## src/rtl/riscv_divider.sv

```systemverilog
// 32-bit restoring radix-2 divider for RISC-V DIV/DIVU/REM/REMU (32 iterations, one per cycle).
// Define RISCV_DIV_EARLY_OUT_EN to finish divide-by-zero and signed-overflow requests without iterating.
module riscv_divider (
    input  logic        clk_i,
    input  logic        rst_i,
    input  logic        valid_i,
    input  logic [1:0]  op_i,
    input  logic [31:0] opa_i,
    input  logic [31:0] opb_i,
    input  logic        flush_i,
    output logic        ready_o,
    output logic        valid_o,
    output logic [31:0] result_o
);

    localparam logic [1:0] IDLE = 2'd0;
    localparam logic [1:0] BUSY = 2'd1;
    localparam logic [1:0] DONE = 2'd2;

    logic [1:0]  state;
    logic [4:0]  count;
    logic [31:0] quot_q;
    logic [31:0] rem_q;
    logic [31:0] divisor_q;
    logic [31:0] res_q;
    logic [31:0] last_q;
    logic [31:0] special_val_q;
    logic        is_rem_q;
    logic        neg_quot_q;
    logic        neg_rem_q;
    logic        special_q;

    logic        accept;
    logic        op_signed;
    logic        a_neg;
    logic        b_neg;
    logic [31:0] mag_a;
    logic [31:0] mag_b;
    logic        div_zero;
    logic        overflow;
    logic        special_in;
    logic [31:0] special_val_in;
    logic [32:0] r_shift;
    logic [32:0] diff;
    logic [31:0] rem_next;
    logic [31:0] quot_next;
    logic [31:0] final_val;

    assign ready_o  = (state != BUSY);
    assign accept   = valid_i && ready_o && !flush_i;
    // A flush in the DONE cycle swallows the pulse, so result_o only exposes res_q while valid_o is high.
    assign valid_o  = (state == DONE) && !flush_i;
    assign result_o = valid_o ? res_q : last_q;

    always_comb begin
        // NOTE: every always_comb output gets a default first so no path can infer a latch.
        op_signed      = ~op_i[0];
        a_neg          = op_signed & opa_i[31];
        b_neg          = op_signed & opb_i[31];
        mag_a          = a_neg ? (~opa_i + 32'd1) : opa_i;
        mag_b          = b_neg ? (~opb_i + 32'd1) : opb_i;
        div_zero       = (opb_i == 32'd0);
        overflow       = op_signed && (opa_i == 32'h8000_0000) && (opb_i == 32'hFFFF_FFFF);
        special_in     = div_zero || overflow;
        special_val_in = 32'd0;
        if (div_zero) begin
            special_val_in = op_i[1] ? opa_i : 32'hFFFF_FFFF;
        end else if (overflow) begin
            special_val_in = op_i[1] ? 32'd0 : 32'h8000_0000;
        end
    end

    always_comb begin
        r_shift   = {rem_q, quot_q[31]};
        diff      = r_shift - {1'b0, divisor_q};
        rem_next  = diff[32] ? r_shift[31:0] : diff[31:0];
        quot_next = {quot_q[30:0], ~diff[32]};
        final_val = quot_next;
        if (special_q) begin
            final_val = special_val_q;
        end else if (is_rem_q) begin
            final_val = neg_rem_q ? (~rem_next + 32'd1) : rem_next;
        end else if (neg_quot_q) begin
            final_val = ~quot_next + 32'd1;
        end
    end

    // NOTE: sequential state uses non-blocking assignments only, so every register samples pre-edge values.
    always_ff @(posedge clk_i) begin
        if (rst_i) begin
            // NOTE: the working registers are plain flops, not a memory, so clearing them on reset is cheap and deterministic.
            state         <= IDLE;
            count         <= 5'd0;
            quot_q        <= 32'd0;
            rem_q         <= 32'd0;
            divisor_q     <= 32'd0;
            res_q         <= 32'd0;
            last_q        <= 32'd0;
            special_val_q <= 32'd0;
            is_rem_q      <= 1'b0;
            neg_quot_q    <= 1'b0;
            neg_rem_q     <= 1'b0;
            special_q     <= 1'b0;
        end else begin
            case (state)
                IDLE, DONE: begin
                    if (valid_o) begin
                        last_q <= res_q;
                    end
                    if (accept) begin
                        count         <= 5'd0;
                        quot_q        <= mag_a;
                        rem_q         <= 32'd0;
                        divisor_q     <= mag_b;
                        is_rem_q      <= op_i[1];
                        neg_quot_q    <= a_neg ^ b_neg;
                        neg_rem_q     <= a_neg;
                        special_q     <= special_in;
                        special_val_q <= special_val_in;
`ifdef RISCV_DIV_EARLY_OUT_EN
                        if (special_in) begin
                            res_q <= special_val_in;
                            state <= DONE;
                        end else begin
                            state <= BUSY;
                        end
`else
                        state <= BUSY;
`endif
                    end else begin
                        state <= IDLE;
                    end
                end
                BUSY: begin
                    if (flush_i) begin
                        state <= IDLE;
                    end else begin
                        rem_q  <= rem_next;
                        quot_q <= quot_next;
                        count  <= count + 5'd1;
                        if (count == 5'd31) begin
                            res_q <= final_val;
                            state <= DONE;
                        end
                    end
                end
                default: state <= IDLE;
            endcase
        end
    end

endmodule

```

## config.mk

```make
export PLATFORM = sky130hd
export DESIGN_NAME = riscv_divider
export DESIGN_NICKNAME = d
export VERILOG_FILES = /design/src/rtl/riscv_divider.sv
export SDC_FILE = /design/constraint.sdc
export NUM_CORES = 1
export LEC_CHECK = 0
export ABC_AREA = 0
export CORE_ASPECT_RATIO = 1.5
export CORE_MARGIN = 10
export CORE_UTILIZATION = 54
export DETAILED_ROUTE_END_ITERATION = 10
export GPL_TIMING_DRIVEN = 0
export PLACE_DENSITY = 0.75
export SKIP_CTS_REPAIR_TIMING = 1
export SYNTH_ARGS = -nofsm -noshare
export SYNTH_HDL_FRONTEND = slang
export SYNTH_SLANG_ARGS = --single-unit
```

## constraint.sdc

```tcl
create_clock -name clk_i -period 4.5 [get_ports clk_i]
set_input_delay 1.35 -clock clk_i [delete_from_list [all_inputs] [get_ports clk_i]]
set_output_delay 1.35 -clock clk_i [all_outputs]
set_load 0.05 [all_outputs]
```

==> results by group, run 1 <==
CTS
  • Skew-Pair Late Insertion Delay: 0.53 ns
  • CTS tree: built
  • Root buffer cell: clkbuf_16
  • CTS HTree Levels: 1
  • Clock transition at the registers of the reported paths: approximately 0.070 ns
  • CTS Sinks: 203
  • Longest Clk Path Bufs: 3
  • Num CTS Buffers: 21

Floorplanning
  • IO Count: between 100 and 150
  • Core area: 0.0251 mm²
  • Die Ht: 215 µm
  • Initial Util: between 50% and 60%
  • Die area: 0.0322 mm²
  • Rows: 71
  • Die width: between 100 and 150 µm

Logic synthesis
  • Synth cell types: 83
  • Async set-reset flop share out of synthesis: 0%
  • Cells after Synth: 1810
  • Synth Cell Area: 0.0137 mm²
  • Mean post-synth cell area: about 7.6 µm²
  • Synth warnings: 0
  • Seq/Total Area, Yosys: 29.7%
  • Synth Register Bits: 203
  • EDFF count, synth: 0
  • Most used DFF post-synth: dfxtp_1
  • Net count after synthesis: 1920

Worst setup path
  • Setup crit start kind: flip-flop
  • Worst Reg-to-Reg Cells: 21
  • Critical path class: reg2reg
  • Critical Path Sink Type: flip-flop
  • CP required: 4.92 ns
  • CP arrival: 5.28 ns
  • Crit path max fanout: 10

STA
  • Final hold violation count: 0
  • Setup ws final: -0.355 ns
  • Crit path time final: 4.86 ns
  • Fin Setup TNS: -3.32 ns
  • Worst slew pin tran: 0.927 ns
  • Period utilisation layout: 108%
  • Hold slack: 0.449 ns
  • RSZ-0062 raised after global routing: yes
  • Slew Limit Headroom: 37.8%
  • F_max: 0.206 GHz
  • Final setup fails: 13
  • Slew Viols, Final: 0
  • Clk_skew: between 0.02 and 0.025 ns

Outcome
  • Status: complete, but fails checks
  • Failing checks: negative setup slack

Power
  • Peak VDD IR: around 0.00035 V
  • Leakage power: roughly 6.4 nW
  • Power per cell area: 294 mW/mm²

Drt
  • DRC errors left: 0
  • Iter 0 DRT Violations: 1341
  • Vias: 14700
  • Final ANT Viol Nets: 0
  • Vias/cell: about 6.4
  • DRT Wirelength: 54600 µm
  • TritonRoute pass-1 iters: 8
  • Routed len/inst: 23.7 µm

Placement
  • Post-DP HPWL: 41800 µm
  • Final RePlAce weighted congestion: 1.03
  • IO buf count: 102
  • Setup slack at placement: -1.56 ns

Cells and area
  • N_diodes: 0
  • Commonest non-fill, non-tap cell in the layout: nor2_1
  • Proportion of layout cells with a drive suffix above 1: ~14%
  • Commonest non-fill, non-tap cells in the layout: nor2_1, dfxtp_1, a21oi_1, nand2_1, clkbuf_1
  • Synth-to-layout area growth: 22.2%
  • Nets: 2076

Min path
  • Hold path depth: 2
  • HP Class: reg2reg

GRT
  • Initial antenna violation count: 0
  • First-pass GRT wire length: 80300 µm
  • Global-route usage over all layers: 31.9%
  • Largest net degree at the start of global routing: 16
  • Total gr overflow: 0
  • Number of global-route vias before repair: around 14000

Flow run
  • Max-cap violation count: 0
-- worst max-delay path, stage by stage, from the launching register on --
cell	delay, ns
dfxtp_2	0.33
inv_2	0.06
ha_4	0.16
fa_2	0.40
nand2b_4	0.17
a211oi_4	0.35
o2111ai_4	0.23
nand2_4	0.15
a311oi_4	0.17
nor2_4	0.25
buf_8	0.15
buf_8	0.16
nand2_1	0.12
o21ai_4	0.11
ha_4	0.18
nand4_1	0.11
or3_4	0.44
mux2_4	0.37
o21ai_1	0.17
xnor2_1	0.20
a21oi_1	0.17
o41ai_1	0.28
-- worst paths after layout --
kind | start | to | slack [ns]
worst min register to register | special_val_q[15] | special_val_q[15] | 0.45
worst max register to register | quot_q[31] | res_q[16] | -0.36
worst max-delay path | quot_q[31] | res_q[16] | -0.36
worst min-delay path | special_val_q[15] | special_val_q[15] | 0.45
-- synthesized netlist by cell type, types with 6 or more instances --
cell type	count	area share [%]
o31ai_1	30	1.6
dfxtp_1	203	30
ha_1	39	3.6
and3_1	13	0.59
a21o_1	16	0.88
a311oi_1	14	0.90
a211oi_1	73	4.0
nand2b_1	17	0.78
nor2b_1	37	1.7
mux2_2	35	2.9
xor2_1	60	3.8
mux2i_1	13	0.95
or4_1	9	0.49
a21oi_1	171	6.3
nand4_1	18	0.82
inv_1	66	1.8
and2_1	41	1.9
xnor2_1	65	4.2
nand3_1	31	1.1
nor4_1	18	0.82
o31a_1	8	0.51
buf_2	6	0.22
a22oi_1	19	1.0
nor2_1	221	6.1
o211ai_1	23	1.3
nand2_1	146	4.0
o21ai_0	86	3.1
o21ai_1	32	1.2
clkbuf_1	108	3.0
o41ai_1	15	0.96
a31oi_1	16	0.73
nor3_1	32	1.2
or3_1	28	1.3
-- sequential cells by signal, indices dropped and copies added, names as in the netlist --
register,flops
is_rem_q,1
count,5
neg_rem_q,1
neg_quot_q,1
state,2
divisor_q,32
last_q,32
quot_q,32
res_q,32
rem_q,32
special_val_q,32
special_q,1
-- routing by layer --
| metal | global-route usage, % | share of wire, % | vias to the layer above |
|---|---|---|---|
| met5 | 0 | 0 | - |
| met3 | 4.58 | 6.0 | 241 |
| met4 | 28.8 | 11 | 0 |
| li1 | - | - | 6857 |
| met2 | 54.2 | 48 | 677 |
| met1 | 32.9 | 35 | 6928 |
-- final cells by class --
| class | instances | area [µm²] |
|---|---|---|
| well taps | 328 | 410 |
| repair buffers | 143 | 1190 |
| clock inverters | 9 | 131 |
| clock buffers | 27 | 588 |
| inverters | 69 | 262 |
| plain buffers | 110 | 514 |
| flip-flops and latches | 203 | 4090 |
| multi-input cells | 1418 | 9540 |
| fillers | 2286 | 8320 |
-- metrics by stage --
stage	power, mW	std cells	instance area, µm²	util (%)
6_report	4.92	2307	16700	66.8
5_1_grt	5.06	2307	16700	66.8
4_1_cts	4.77	2276	16000	63.7
3_5_place_dp	2.94	2240	15200	60.8
3_3_place_gp	2.92	2240	15200	60.8
2_1_floorplan	2.57	1810	13800	-
-- power by group --
group	internal, mW	leakage, nW	total (mW)	switching (mW)
logic	0.427	4.40	1.15	0.725
clock network	1.10	0.357	1.87	0.770
registers	1.84	1.65	1.90	0.0573
-- kinds of logic (layout without fill, tap and decap cells) --
group                      Yosys count  in the layout  synth area share (%)
AOI/OAI and AO/OA                  573            573                  27.3
xor gates and xnor gates           125            125                  8.00
adders and majority gates           40             40                  3.71
buffers and inverters              189            358                  5.27
DFF                                203            203                  29.7
muxes                               50             50                  4.08
and+or+nand+nor                    630            630                  21.9
Note: power is estimated with default switching activity, not from simulation.
==> run 2, diff against run 1 <==
SKIP_LAST_GASP = 1   (was not set)
==> results by group, run 2 (synthesis gave the netlist of run 1 again) <==
STA
  • Clk_skew: 0.0213 ns (was 0.0217 ns)
  • Crit path time final: 4.87 ns (was 4.86 ns)
  • Slew Limit Headroom: 36.1% (was 37.8%)
  • Final setup fails: 13 (unchanged)
  • RSZ-0062 raised after global routing: yes (unchanged)
  • Worst slew pin tran: 0.958 ns (was 0.927 ns)
  • F_max: 0.206 GHz (about the same)
  • Final hold violation count: 0 (unchanged)
  • Setup ws final: -0.366 ns (was -0.355 ns)
  • Period utilisation layout: 108% (about the same)
  • Slew Viols, Final: 0 (unchanged)

Cells and area
  • Proportion of layout cells with a drive suffix above 1: 14.0% (unchanged)
  • Reg area: 0.00409 mm² (unchanged)
  • Synth-to-layout area growth: 22.2% (unchanged)
  • Commonest non-fill, non-tap cell in the layout: nor2_1 (unchanged)
  • Commonest non-fill, non-tap cells in the layout: nor2_1, dfxtp_1, a21oi_1, nand2_1, clkbuf_1 (unchanged)
  • Util after Layout: 66.8% (unchanged)
  • N_diodes: 0 (unchanged)
  • Fillers: 2286 (unchanged)
  • Multi-input gate area: 0.00954 mm² (unchanged)
  • Nets: 2076 (unchanged)

CTS
  • Num CTS Buffers: 21 (unchanged)
  • Clock transition at the registers of the reported paths: 0.07 ns (about the same)
  • CTS Sinks: 203 (unchanged)
  • Root buffer cell: clkbuf_16 (unchanged)
  • CTS HTree Levels: 1 (unchanged)
  • Longest Clk Path Bufs: 3 (unchanged)
  • CTS tree: built (unchanged)
  • Skew-Pair Late Insertion Delay: 0.53 ns (about the same)

Placement
  • Post-DP HPWL: 41800 µm (unchanged)
  • IO buf count: 102 (unchanged)
  • Final RePlAce weighted congestion: 1.03 (unchanged)

Drt
  • TritonRoute pass-1 iters: 6 (was 8)
  • DRC errors left: 0 (unchanged)
  • Iter 0 DRT Violations: 1393 (was 1341)
  • Routed len/inst: 23.7 µm (about the same)
  • Vias/cell: 6.40 (was 6.37)
  • Final ANT Viol Nets: 0 (unchanged)
  • DRT Wirelength: 54600 µm (about the same)
  • Vias: 14800 (was 14700)

Outcome
  • Status: complete, but fails checks (unchanged)
  • Failing checks: negative setup slack (unchanged)

GRT
  • M2 GR Usage: 54.2% (unchanged)
  • First-pass GRT wire length: 80300 µm (unchanged)
  • Met1 Use GR: 32.9% (unchanged)
  • Total gr overflow: 0 (unchanged)
  • Global-route usage over all layers: 31.9% (unchanged)
  • Grt peak-use layer: met2 (unchanged)
  • Largest net degree at the start of global routing: 16 (unchanged)
  • Met3 Use GR: 4.58% (unchanged)
  • Initial antenna violation count: 0 (unchanged)
  • Number of global-route vias before repair: 14100 (unchanged)

Min path
  • HP Class: reg2reg (unchanged)
  • HP Start: special_val_q[15] (unchanged)
  • Hold Path End: special_val_q[15] (unchanged)
  • Hold path depth: 2 (unchanged)

Power
  • Total chip power: 4.92 mW (about the same)
  • Leakage power: 6.41 nW (unchanged)
  • Power per cell area: 294 mW/mm² (about the same)
  • Peak VDD IR: 0.000350 V (about the same)

Worst setup path
  • Cells along the critical path: inv_2 -> ha_4 -> fa_2 -> nand2b_4 -> a211oi_4 -> o2111ai_4 -> nand2_4 -> a311oi_4 -> nor2_4 -> buf_8 -> buf_8 -> nand2_1 -> o21ai_4 -> ha_4 -> nand4_1 -> or3_4 -> mux2_4 -> o21ai_1 -> xnor2_1 -> a21oi_1 -> o41ai_1 (unchanged)
  • CP arrival: 5.29 ns (was 5.28 ns)
  • Critical path class: reg2reg (unchanged)
  • Reg2reg end: res_q[16] (unchanged)
  • CP required: 4.93 ns (was 4.92 ns)
  • Worst Reg-to-Reg Cells: 21 (unchanged)
  • Crit path max fanout: 10 (unchanged)
  • Setup crit start kind: flip-flop (unchanged)
  • Worst r2r src: quot_q[31] (unchanged)
  • Slowest-stage cell, CP: or3_4 (unchanged)
  • R2R setup slack: -0.37 ns (was -0.36 ns)
  • Critical Path Sink Type: flip-flop (unchanged)
  • Max incr delay on CP: 0.44 ns (about the same)

Floorplanning
  • Die Ht: 215 µm (unchanged)
  • IO Count: 104 (unchanged)
  • Rows: 71 (unchanged)
  • Die area: 0.0322 mm² (unchanged)
  • Initial Util: 54.6% (unchanged)
  • Core area: 0.0251 mm² (unchanged)
  • Die width: 150 µm (unchanged)

Flow run
  • Max-cap violation count: 0 (unchanged)
[run 2: cell counts in the layout (fill, tap and decap cells not counted)]
No cell type changed its count.
[run 2: layout make-up]
| class | instances | share of cell area, % |
|---|---|---|
| multi-input cells | 1418 | 57.1 |
| well taps | 328 | 2.45 |
| repair buffers | 143 | 7.14 |
| clock inverters | 9 | 0.785 |
| plain buffers | 110 | 3.07 |
| flip-flops and latches | 203 | 24.4 |
| clock buffers | 27 | 3.52 |
| inverters | 69 | 1.56 |
[run 2: power breakdown]
part | internal (mW) | switching [mW] | total (mW)
sequential | 1.84 | 0.0575 | 1.90
clock | 1.10 | 0.771 | 1.87
combinational | 0.427 | 0.725 | 1.15
total | 3.36 | 1.55 | 4.92
[run 2: worst max-delay path, delay by kind of cell, from the launching register on]
family / cells / cell delay (ns)
buffers and inverters: 3 / 0.38
multiplexers: 1 / 0.37
AO/OA/AOI/OAI: 7 / 1.49
XOR/XNOR: 1 / 0.20
AND/OR/NAND/NOR: 6 / 1.25
adder cells (fa/ha/maj): 3 / 0.74
flip-flops: 1 / 0.33
[run 2: metal layers]
metal / part of all wire, % / vias to the layer above / wire, µm
li1: - / 6859 / -
met1: 35 / 6941 / 19000
met2: 48 / 723 / 26400
met3: 6.0 / 244 / 3290
met4: 11 / 0 / 5970
met5: 0 / - / 0
[run 2: worst max path at each step]
stage / startpoint / endpoint / slack [ns] / cells past startpoint
after global placement: divisor_q[11] / res_q[12] / -1.55 / 22
after global routing: quot_q[31] / res_q[10] / -0.46 / 21
after CTS: divisor_q[11] / res_q[12] / -1.56 / 22
final: quot_q[31] / res_q[16] / -0.37 / 21
after floorplan: divisor_q[13] / res_q[28] / 0.02 / 22
after detailed placement: divisor_q[11] / res_q[12] / -1.56 / 22
[run 2: through the flow]
stage                     setup TNS, ns  cell area (µm²)  setup slack, ns  hold slack, ns  cells
after CTS                        -49.21            16000            -1.56           0.452   2276
after floorplan                       0            13800           0.0155           0.416   1810
after global routing              -5.40            16700           -0.463           0.478   2307
after detailed placement         -60.65            15200            -1.56           0.437   2240
after global placement           -59.77            15200            -1.55           0.431   2240
final                             -3.46            16700           -0.366           0.453   2307
==> run 3, diff against run 2 <==
CORE_UTILIZATION = 30   (was 54)
PLACE_DENSITY = 0.46   (was 0.75)
REMOVE_ABC_BUFFERS = 1   (was not set)
==> results by group, run 3 (synthesis gave the netlist of run 1 again) <==
Outcome
  • Status: complete, but fails checks (unchanged)
  • Failing checks: negative setup slack (unchanged)

Worst setup path
  • R2R setup slack: -0.45 ns (was -0.37 ns)
  • Cells along the critical path: inv_2 -> ha_4 -> fa_2 -> nand2b_4 -> a211oi_4 -> o2111ai_4 -> nand2_2 -> buf_6 -> a311oi_4 -> nor2_4 -> clkbuf_16 -> clkinv_16 -> a21oi_4 -> ha_4 -> nand4_1 -> or3_4 -> mux2_4 -> o41ai_4 -> xor2_1 -> o21ai_1 -> a21oi_1 (was inv_2 -> ha_4 -> fa_2 -> nand2b_4 -> a211oi_4 -> o2111ai_4 -> nand2_4 -> a311oi_4 -> nor2_4 -> buf_8 -> buf_8 -> nand2_1 -> o21ai_4 -> ha_4 -> nand4_1 -> or3_4 -> mux2_4 -> o21ai_1 -> xnor2_1 -> a21oi_1 -> o41ai_1)
  • CP arrival: 5.43 ns (was 5.29 ns)
  • Setup crit start kind: flip-flop (unchanged)
  • Cell mode on critical path: ha_4
  • Slowest-stage cell, CP: or3_4 (unchanged)
  • Critical path class: reg2reg (unchanged)
  • Max incr delay on CP: 0.42 ns (was 0.44 ns)
  • Worst Reg-to-Reg Cells: 21 (unchanged)
  • Critical Path Sink Type: flip-flop (unchanged)
  • Worst r2r src: quot_q[31] (unchanged)
  • Crit path max fanout: 8 (was 10)
  • Reg2reg end: res_q[22] (was res_q[16])
  • CP required: 4.98 ns (was 4.93 ns)

Cells and area
  • Synth-to-layout area growth: 23.2% (was 22.2%)
  • Commonest non-fill, non-tap cell in the layout: nor2_1 (unchanged)
  • Non-Filler Instances: 2472 (was 2307)
  • Fillers: 4699 (was 2286)
  • Multi-input gate area: 0.00938 mm² (was 0.00954 mm²)
  • Reg area: 0.00409 mm² (about the same)
  • Proportion of layout cells with a drive suffix above 1: 13.4% (was 14.0%)
  • N_diodes: 0 (unchanged)
  • Commonest non-fill, non-tap cells in the layout: nor2_1, dfxtp_1, a21oi_1, nand2_1, o21ai_0 (was nor2_1, dfxtp_1, a21oi_1, nand2_1, clkbuf_1)
  • Nets: 1984 (was 2076)

Floorplanning
  • IO Count: 104 (unchanged)
  • Die area: 0.0547 mm² (was 0.0322 mm²)
  • Die width: 194 µm (was 150 µm)
  • Core area: 0.0449 mm² (was 0.0251 mm²)
  • Initial Util: 30.5% (was 54.6%)
  • Rows: 95 (was 71)
  • Die Ht: 282 µm (was 215 µm)

CTS
  • CTS tree: built (unchanged)
  • Num CTS Buffers: 24 (was 21)
  • Skew-Pair Late Insertion Delay: 0.55 ns (was 0.53 ns)
  • Longest Clk Path Bufs: 3 (unchanged)
  • Root buffer cell: clkbuf_16 (unchanged)
  • Clock transition at the registers of the reported paths: 0.07 ns (about the same)
  • CTS HTree Levels: 1 (unchanged)
  • CTS Sinks: 203 (unchanged)

Min path
  • HP Class: reg2reg (unchanged)
  • Hold Path End: special_val_q[20] (was special_val_q[15])
  • HP Start: special_val_q[20] (was special_val_q[15])
  • Hold path depth: 2 (unchanged)

Flow run
  • Max-cap violation count: 0 (unchanged)

Drt
  • Vias: 13300 (was 14800)
  • Routed len/inst: 19.8 µm (was 23.7 µm)
  • TritonRoute pass-1 iters: 6 (unchanged)
  • Final ANT Viol Nets: 0 (unchanged)
  • Vias/cell: 5.38 (was 6.40)
  • DRC errors left: 0 (unchanged)
  • Iter 0 DRT Violations: 875 (was 1393)
  • DRT Wirelength: 48900 µm (was 54600 µm)

GRT
  • Total gr overflow: 0 (unchanged)
  • Global-route usage over all layers: 16.5% (was 31.9%)
  • First-pass GRT wire length: 73700 µm (was 80300 µm)
  • Largest net degree at the start of global routing: 74 (was 16)
  • Number of global-route vias before repair: 12800 (was 14100)
  • Initial antenna violation count: 0 (unchanged)

STA
  • Period utilisation layout: 110% (was 108%)
  • Worst slew pin tran: 1.37 ns (was 0.958 ns)
  • Fin Setup TNS: -5.58 ns (was -3.46 ns)
  • Crit path time final: 4.95 ns (was 4.87 ns)
  • Setup ws final: -0.447 ns (was -0.366 ns)
  • Slew Limit Headroom: 8.83% (was 36.1%)
  • RSZ-0062 raised after global routing: yes (unchanged)
  • Final setup fails: 44 (was 13)
  • Clk_skew: 0.0256 ns (was 0.0213 ns)
  • F_max: 0.202 GHz (was 0.206 GHz)
  • Slew Viols, Final: 0 (unchanged)
  • Final hold violation count: 0 (unchanged)

Power
  • Peak VDD IR: 0.000234 V (was 0.000350 V)
  • P_int: 3.43 mW (was 3.36 mW)
  • Clock power share: 40.7% (was 38.0%)
  • Seq pwr share: 38.3% (was 38.6%)
  • Leakage power: 6.57 nW (was 6.41 nW)
  • Switching power: 1.52 mW (was 1.55 mW)
  • Sw Ratio: 30.7% (was 31.6%)
  • Power per cell area: 294 mW/mm² (about the same)
  • Combinational share of power: 21.0% (was 23.4%)

Placement
  • IO buf count: 103 (was 102)
  • Placed Instances: 2382 (was 2240)
  • Final RePlAce weighted congestion: 0.872 (was 1.03)
  • Post-DP HPWL: 35000 µm (was 41800 µm)
  • Setup slack at placement: -2.28 ns (was -1.56 ns)
==> run 3: cell count changes in the layout (fill, tap and decap cells not counted), sizes merged <==
cell          change
buf              -28
dlymetal6s2s     +13
clkinvlp          +3
clkinv            +3
and2              +1
bufinv            -1
clkbuf           -80
==> run 3: how the worst max path moves through the flow <==
stage                             endpoint  cells past startpoint        from
after floorplan                  res_q[10]                     19  quot_q[31]
after global placement    special_val_q[1]                      5       rst_i
after detailed placement         res_q[20]                     21  quot_q[31]
after CTS                        res_q[20]                     21  quot_q[31]
after global routing             res_q[22]                     21  quot_q[31]
final                            res_q[22]                     21  quot_q[31]
==> run 3: power groups by stage <==
stage / logic (mW) / clock network, mW / registers [mW]
2_1_floorplan: 0.605 / 0 / 1.92
3_3_place_gp: 0.934 / 0 / 1.94
3_5_place_dp: 0.945 / 0 / 1.94
4_1_cts: 0.950 / 2.08 / 1.90
5_1_grt: 1.14 / 2.13 / 1.90
6_report: 1.04 / 2.01 / 1.90
==> run 3: per-stage QoR <==
step | power [mW] | util, % | instance area, µm² | hold WS (ns)
2_1_floorplan | 2.52 | - | 13200 | 0.416
3_3_place_gp | 2.87 | 33.4 | 15000 | 0.426
3_5_place_dp | 2.88 | 33.8 | 15200 | 0.435
4_1_cts | 4.92 | 35.6 | 16000 | 0.451
5_1_grt | 5.18 | 37.5 | 16900 | 0.467
6_report | 4.95 | 37.5 | 16900 | 0.448
==> run 3: per-layer routing <==
| metal | up-vias | wire length [µm] | GRT usage, % |
|---|---|---|---|
| met1 | 6274 | 21000 | 19.8 |
| met5 | - | 0 | 0 |
| met3 | 71 | 1730 | 1.71 |
| met4 | 0 | 1300 | 5.40 |
| li1 | 6667 | - | - |
| met2 | 290 | 24800 | 30.0 |
==> run 3: worst max-delay path, delay by kind of cell, from the launching register on <==
kind                     cells  cell delay (ns)
AO/OA/AOI/OAI                7             1.55
XOR/XNOR                     1             0.28
adder cells (fa/ha/maj)      3             0.74
buffers and inverters        4             0.45
flip-flops                   1             0.35
multiplexers                 1             0.37
AND/OR/NAND/NOR              5             1.12
==> run 3: area by class of cell <==
| class | instances | area share, % |
|---|---|---|
| clock buffer | 30 | 4.00 |
| timing repair buffer | 155 | 9.22 |
| timing repair inverter | 2 | 0.134 |
| inverter | 69 | 1.69 |
| multi-input combinational | 1419 | 55.6 |
| tap | 582 | 4.32 |
| sequential | 203 | 24.2 |
| clock inverter | 12 | 0.764 |
